<file path="src/rtl/axi4lite_rr_master_arb.sv">
// axi4lite_rr_master_arb: two-requester round-robin front end driving one AXI4-Lite master port.
//   ACLK/ARESETn : clock, asynchronous active-low reset
//   req*         : per-requester request, direction, address, write data, strobes (requester i in slice i)
//   req_gnt      : one-cycle pulse when a request is accepted and latched
//   req_done     : one-cycle pulse when the granted transaction completes
//   req_rdata    : read data, valid from req_done and held until the next done
//   req_resp     : BRESP/RRESP of the last transaction, held until the next done
//   AW/W/B/AR/R  : AXI4-Lite master channels, one transaction outstanding at a time
module axi4lite_rr_master_arb #(
   parameter logic [2:0] AXPROT = 3'b000
) (
   input  logic        ACLK,
   input  logic        ARESETn,
   input  logic [1:0]  req,
   input  logic [1:0]  req_we,
   input  logic [63:0] req_addr,
   input  logic [63:0] req_wdata,
   input  logic [7:0]  req_wstrb,
   output logic [1:0]  req_gnt,
   output logic [1:0]  req_done,
   output logic [31:0] req_rdata,
   output logic [1:0]  req_resp,
   output logic [31:0] AWADDR,
   output logic [2:0]  AWPROT,
   output logic        AWVALID,
   input  logic        AWREADY,
   output logic [31:0] WDATA,
   output logic [3:0]  WSTRB,
   output logic        WVALID,
   input  logic        WREADY,
   input  logic [1:0]  BRESP,
   input  logic        BVALID,
   output logic        BREADY,
   output logic [31:0] ARADDR,
   output logic [2:0]  ARPROT,
   output logic        ARVALID,
   input  logic        ARREADY,
   input  logic [31:0] RDATA,
   input  logic [1:0]  RRESP,
   input  logic        RVALID,
   output logic        RREADY
);
   typedef enum logic [2:0] {IDLE, WR_AW_W, WR_B, RD_AR, RD_R} state_t;
   state_t      state_q, state_d;
   logic        last_q, last_d, idx_q, idx_d, aw_q, aw_d, w_q, w_d;
   logic [31:0] addr_q, addr_d, wdata_q, wdata_d, rdata_q, rdata_d;
   logic [3:0]  wstrb_q, wstrb_d;
   logic [1:0]  resp_q, resp_d;
   logic        sel, gnt, b_hs, r_hs;
   // last_q remembers the previous grant; on a tie the other requester wins.
   // Grants are gated by ARESETn so nothing pulses while reset is held.
   always_comb begin
      sel     = (req[0] & req[1]) ? ~last_q : req[1];
      gnt     = ARESETn && (state_q == IDLE) && (req != 2'b00);
      b_hs    = (state_q == WR_B) && BVALID;
      r_hs    = (state_q == RD_R) && RVALID;
      state_d = state_q;
      last_d  = last_q;
      idx_d   = idx_q;
      aw_d    = aw_q;
      w_d     = w_q;
      addr_d  = addr_q;
      wdata_d = wdata_q;
      wstrb_d = wstrb_q;
      rdata_d = rdata_q;
      resp_d  = resp_q;
      case (state_q)
         IDLE: if (gnt) begin
            state_d = req_we[sel] ? WR_AW_W : RD_AR;
            last_d  = sel;
            idx_d   = sel;
            aw_d    = req_we[sel];
            w_d     = req_we[sel];
            addr_d  = sel ? req_addr[63:32] : req_addr[31:0];
            wdata_d = sel ? req_wdata[63:32] : req_wdata[31:0];
            wstrb_d = sel ? req_wstrb[7:4] : req_wstrb[3:0];
         end
         // aw_q/w_q are "still pending" flags; each channel retires on its own handshake
         WR_AW_W: begin
            aw_d = aw_q & ~AWREADY;
            w_d  = w_q & ~WREADY;
            if (!aw_d && !w_d) state_d = WR_B;
         end
         WR_B: if (BVALID) begin
            state_d = IDLE;
            resp_d  = BRESP;
         end
         RD_AR: if (ARREADY) state_d = RD_R;
         RD_R: if (RVALID) begin
            state_d = IDLE;
            rdata_d = RDATA;
            resp_d  = RRESP;
         end
         default: state_d = IDLE;
      endcase
   end
   always_ff @(posedge ACLK or negedge ARESETn) begin
      if (!ARESETn) begin
         state_q <= IDLE;
         last_q  <= 1'b1;
         idx_q   <= 1'b0;
         aw_q    <= 1'b0;
         w_q     <= 1'b0;
         addr_q  <= '0;
         wdata_q <= '0;
         wstrb_q <= '0;
         rdata_q <= '0;
         resp_q  <= '0;
      end else begin
         state_q <= state_d;
         last_q  <= last_d;
         idx_q   <= idx_d;
         aw_q    <= aw_d;
         w_q     <= w_d;
         addr_q  <= addr_d;
         wdata_q <= wdata_d;
         wstrb_q <= wstrb_d;
         rdata_q <= rdata_d;
         resp_q  <= resp_d;
      end
   end
   // Response data is bypassed in the done cycle so it is valid together with req_done.
   assign req_gnt   = gnt ? (sel ? 2'b10 : 2'b01) : 2'b00;
   assign req_done  = (b_hs | r_hs) ? (idx_q ? 2'b10 : 2'b01) : 2'b00;
   assign req_rdata = r_hs ? RDATA : rdata_q;
   assign req_resp  = b_hs ? BRESP : r_hs ? RRESP : resp_q;
   assign AWADDR    = addr_q;
   assign ARADDR    = addr_q;
   assign WDATA     = wdata_q;
   assign WSTRB     = wstrb_q;
   assign AWPROT    = AXPROT;
   assign ARPROT    = AXPROT;
   assign AWVALID   = (state_q == WR_AW_W) && aw_q;
   assign WVALID    = (state_q == WR_AW_W) && w_q;
   assign BREADY    = (state_q == WR_B);
   assign ARVALID   = (state_q == RD_AR);
   assign RREADY    = (state_q == RD_R);
endmodule
</file>
<file path="config.mk">
export PLATFORM = sky130hd
export DESIGN_NAME = axi4lite_rr_master_arb
export DESIGN_NICKNAME = d
export VERILOG_FILES = /design/src/rtl/axi4lite_rr_master_arb.sv
export SDC_FILE = /design/constraint.sdc
export NUM_CORES = 1
export LEC_CHECK = 0
export CORE_MARGIN = 5
export CORE_UTILIZATION = 36
export CTS_BUF_LIST = sky130_fd_sc_hd__clkbuf_16
export DETAILED_ROUTE_END_ITERATION = 7
export GPL_TIMING_DRIVEN = 0
export PLACE_DENSITY = 0.87
export SYNTH_ARGS = -nofsm -noshare
export SYNTH_HDL_FRONTEND = slang
export SYNTH_SLANG_ARGS = --single-unit
export TNS_END_PERCENT = 50
</file>
<file path="constraint.sdc">
create_clock -name ACLK -period 1.45 [get_ports ACLK]
set_input_delay 0.145 -clock ACLK [delete_from_list [all_inputs] [get_ports ACLK]]
set_output_delay 0.145 -clock ACLK [all_outputs]
set_load 0.02 [all_outputs]
</file>
Yosys cells after proc, flatten, opt, wreduce, memory -nomap -nowiden
Index checks and enable logic that the tools add are counted.
Widths: inputs -> output; s select.

cells by class
  add/sub/neg operators = 0
  eq/ne operators = 9
  div/mod/pow operators = 0
  reductions and logical operators = 18
  muxes and demuxes = 26
  bitwise operators = 7
  $lt $le $gt $ge = 1
  shifts and indexed selects = 0
  multipliers = 0

operators by type and width
  operator            count
  $mux 32             3
  $mux 2              9
  $mux 3              5
  $pmux 3 s5          1
  $ne 2x2->1 const B  4
  $logic_and 1x1->1   7
  $eq 3x2->1 const B  2
  $reduce_and 2->1    3
  $reduce_bool 2->1   3
  $reduce_and 5->1    1
  $mux 1              4
  $mux 4              1
  $pmux 1 s2          2
  $pmux 2 s2          1
  $and 1x1->1         3
  $eq 3x1->1 const B  1
  $eq 3x3->1 const B  1
  $logic_not 3->1     1
  $not 1->1           3
  $reduce_and 3->1    1
  $logic_not 1->1     2
  $lt 1x2->1 const B  1
  $ne 2x1->1 const B  1
  $or 1x1->1          1

word-level totals
  flip-flop bits (word level) = 109
  memories = 0
  bits in writable memories = 0
  memory bits (read-only) = 0
  bits in latches = 0
  bits of input ports = 183
  output and inout port bits = 149

Depth between registers and ports, before layout
  depth after elaboration = 7
  gate-level depth with buffers = 6
  depth with buffers taken out = 3

Worst setup path after synthesis
OpenSTA, ideal clock, no wires.

  path type = register to output
  start point = reg state_q[0]
  end point = out req_gnt[0]
  buffers on the path = 3
  path slack = -0.170 ns
  arrival = 1.475 ns
  cell stages (with the launch flop) = 7
  required time = 1.305 ns
  path through = dfrtp_1 -> buf_6 -> nor2_2 -> o2111a_2 -> buf_8 -> buf_8 -> nor2b_1

between the ends
  cells in the longest elaborated chain, start to end = 4

RTL lines
  element                         RTL line  source
  from (decl)                     44        state_t state_q, state_d;
  from (signal assigned)          110       state_q <= state_d;
  $logic_not 3->1                 54        gnt = ARESETn && (state_q == IDLE) && (req != 2'b00);
  $logic_and 1x1->1 (2 in a row)  54
  $mux 2                          123       assign req_gnt = gnt ? (sel ? 2'b10 : 2'b01) : 2'b00;
  to (decl)                       19        output logic [1:0] req_gnt,

No other way between the ends.

Final worst setup path
  start point = reg state_q[1]
  end point = out req_rdata[24]

between the ends
  cells in the longest elaborated chain, start to end = 3

RTL lines
  element            RTL line  source
  $eq 3x3->1         56        r_hs = (state_q == RD_R) && RVALID;
  $logic_and 1x1->1  56
  $mux 32            125       assign req_rdata = r_hs ? RDATA : rdata_q;
  to (decl)          21        output logic [31:0] req_rdata,

No other way between the ends.

==> out/metrics.yaml <==
sta:
  fin_tns_setup_ns: -55.52
  fin_crit_sh: 1.47
  setup_viol: 149
  drv_slew: 0
  fin_ws_ns: -0.685
  hold_slack_ns: -0.306
  fin_skew_ns: 0.0111
  grt_setup_unrepaired: "true"
  finalHoldViolCount: 50
  min_period_ns: 2.13
  fmax_mhz: 468
place:
  gp_congestion: 0.761
  dp_cells: 936
  placed_cell_area_um2: 9590
  port_buffers: 325
  dp_hpwl_um: 14100
worst_setup_path:
  end_kind: "primary output"
  slowest_delay_ns: 0.38
  cp.required_ns: 1.31
  crit_top_cell: "buf_6"
  critPathKind: "reg2out"
  cp_cell_sequence: "buf_6 -> and4bb_1 -> buf_6 -> buf_12 -> buf_12 -> mux2_4 -> buf_6"
  critPathTopFamily: "buffers and inverters"
  reg2reg_slack_ns: -0.48
  timing.rr.end: "ARADDR[8]"
  startpoint_type: "flop"
  r2r_cells: 10
  worst_r2r_startpoint: "state_q[1]"
  arrival_ns: 1.99
  path_buf_inv: 5
  cp_slowest_cell: "dfrtp_1"
  path_max_fanout: 5
synthesis:
  synth-seq-area-share: 0.456
  syn_area_um2: 5990
  synthCells: 385
  ys_types: 32
  synth_top_cell_by_area: "dfrtp_1"
  synth.top_cell.area_share: 0.451
  ys_seq_elements: 109
  avgSynthCellArea_um2: 15.6
  synth_warnings: 0
  synth.area.top_cells: "dfrtp_1 (45%), mux2_4 (32%), mux2_2 (7.9%), buf_4 (5.4%), buf_6 (2.3%)"
routing:
  first_pass_iters: 4
  drc: 0
  routed_via_density: 4.59
  routedWlPerCell_um: 19.2
  drt-initial-drc-count: 133
  ant_nets: 0
  wl_um: 19200
  vias: 4584
floorplan:
  start_util: 0.364
  die_h_um: 139
  core_area_um2: 16500
  dieWidth_um: 139
  ios: 332
  dieArea_um2: 19300
  rows: 47
outcome:
  status: "finished with violations"
  violations: "negative hold slack, negative setup slack"
finish:
  antenna_cells: 0
  area_delta_synth_final_pct: 78.4
  fin_cells: 999
  final_area_um2: 10700
  fin_nets: 957
  drive_gt1_frac: 0.493
grt:
  grt_pass1_wl_um: 29400
  grt_use_total: 0.192
  gr-total-overflow: 0
  grt_max_degree: 61
  first_global_vias: 5219
  antenna_found_initial: 0
clock_network:
  clk-insertion-delay-late_ns: 0.35
  clockRootBuffer: "clkbuf_16"
  cts.clk_slew.worst_paths_ns: 0.08
  cts_sinks: 109
  tritoncts: "built"
  numCtsBuffers: 9
  clockBufferDepth: 2
  ctsHtreeMaxLevel: 3
job:
  maxCapViolations: 0
power:
  p_leak_nw: 5.07
  ir_worst_vdd_v: 0.00108
  p_per_area_nw_per_um2: 1990
min_path:
  hold_class: "in2async"
## stage by stage
stage / total power, mW / utilization / worst slack, ns
4_1_cts: 21.2 / 0.643 / -0.703
2_1_floorplan: 12.3 / - / -0.0797
3_3_place_gp: 17.4 / 0.581 / -4.93
3_5_place_dp: 17.7 / 0.582 / -1.32
6_report: 21.3 / 0.649 / -0.685
5_1_grt: 22.3 / 0.649 / -0.738
## cell families after synthesis
group,share of synthesized area
mux,0.407
flops,0.456
buf+inv,0.0946
simple gates,0.0215
compound gates,0.0211
other cells,0.000626
## metal layers
| layer | global-route usage | up-vias | part of all wire |
|---|---|---|---|
| li1 | - | 2089 | - |
| met5 | 0 | - | 0 |
| met1 | 0.209 | 2250 | 0.38 |
| met2 | 0.358 | 202 | 0.53 |
| met4 | 0.0705 | 0 | 0.035 |
| met3 | 0.0476 | 43 | 0.058 |
## worst max-delay path by stage
stage / slack [ns] / cells past startpoint / from / endpoint
after floorplan: -0.08 / 5 / state_q[0] / req_rdata[10]
after global placement: -4.93 / 6 / ARESETn / req_gnt[0]
after detailed placement: -1.32 / 7 / ARESETn / req_gnt[0]
after CTS: -0.70 / 4 / state_q[1] / AWVALID
after global routing: -0.74 / 7 / state_q[1] / req_rdata[24]
final: -0.68 / 7 / state_q[1] / req_rdata[24]
## final cells by class
| type | instances | area, um2 |
|---|---|---|
| Inverter | 5 | 18.8 |
| Buffer | 58 | 588 |
| Tap cell | 220 | 275 |
| Fill cell | 1213 | 5780 |
| Timing Repair Buffer | 375 | 3810 |
| Clock inverter | 7 | 106 |
| Multi-Input combinational cell | 216 | 2930 |
| Sequential cell | 109 | 2730 |
| Clock buffer | 9 | 225 |
## sequential cells by signal (all words and copies together) (netlist names)
name and count:
resp_q 2, w_q 1, ARADDR 32, WSTRB 4, state_q 3, rdata_q 32, aw_q 1, WDATA 32
last_q 1, idx_q 1
## Yosys cell counts
cell	n
a211oi_1	1
a21bo_2	2
a21boi_2	1
a21oi_1	1
a221o_1	2
a22oi_1	2
a41o_1	1
and2_1	4
and3b_1	1
and4bb_1	1
buf_12	3
buf_4	43
buf_6	12
buf_8	2
conb_1	1
dfrtp_1	108
dfstp_2	1
inv_1	4
inv_2	1
mux2_2	42
mux2_4	128
mux2i_1	4
nand2_1	4
nand2b_1	1
nand3b_1	2
nor2_1	1
nor2_2	1
nor2b_1	3
nor3b_1	1
nor4bb_1	1
o2111a_2	1
o21ai_0	5
## placed cells by master (no fill, tap or decap), types with 4 or more instances in the layout
cell type	instances
buf_4	84
buf_12	19
buf_6	53
buf_2	8
clkdlybuf4s50_1	181
conb_1	6
buf_16	6
buf_8	6
clkbuf_16	10
o21ai_1	4
dfrtp_1	106
mux2_4	167
dlygate4sd2_1	74
## what timing repair did
| item | 4_1_cts | 5_1_grt |
|---|---|---|
| endpoints found under the hold margin | 50 | 50 |
| pin swaps | 1 | 4 |
| buffers inserted | 34 | 10 |
| resized for setup | 404 | 42 |
| gates cloned | 7 | 2 |
| setup endpoints to repair | 246 | 150 |
## worst reg2reg max path: cells and delay by family, from the launching register on
kind | cells | cell delay (ns)
muxes | 1 | 0.30
DFF | 1 | 0.38
and+or+nand+nor | 1 | 0.08
buffers and inverters | 7 | 0.82
AOI/OAI and AO/OA | 1 | 0.25
## report_power, final
group,internal [mW],total (mW),switching (mW)
Sequential,4.56,5.49,0.930
Combinational,7.38,13.0,5.63
Clock,1.55,2.77,1.22
No activity file was read; power rests on OpenSTA's default activity.
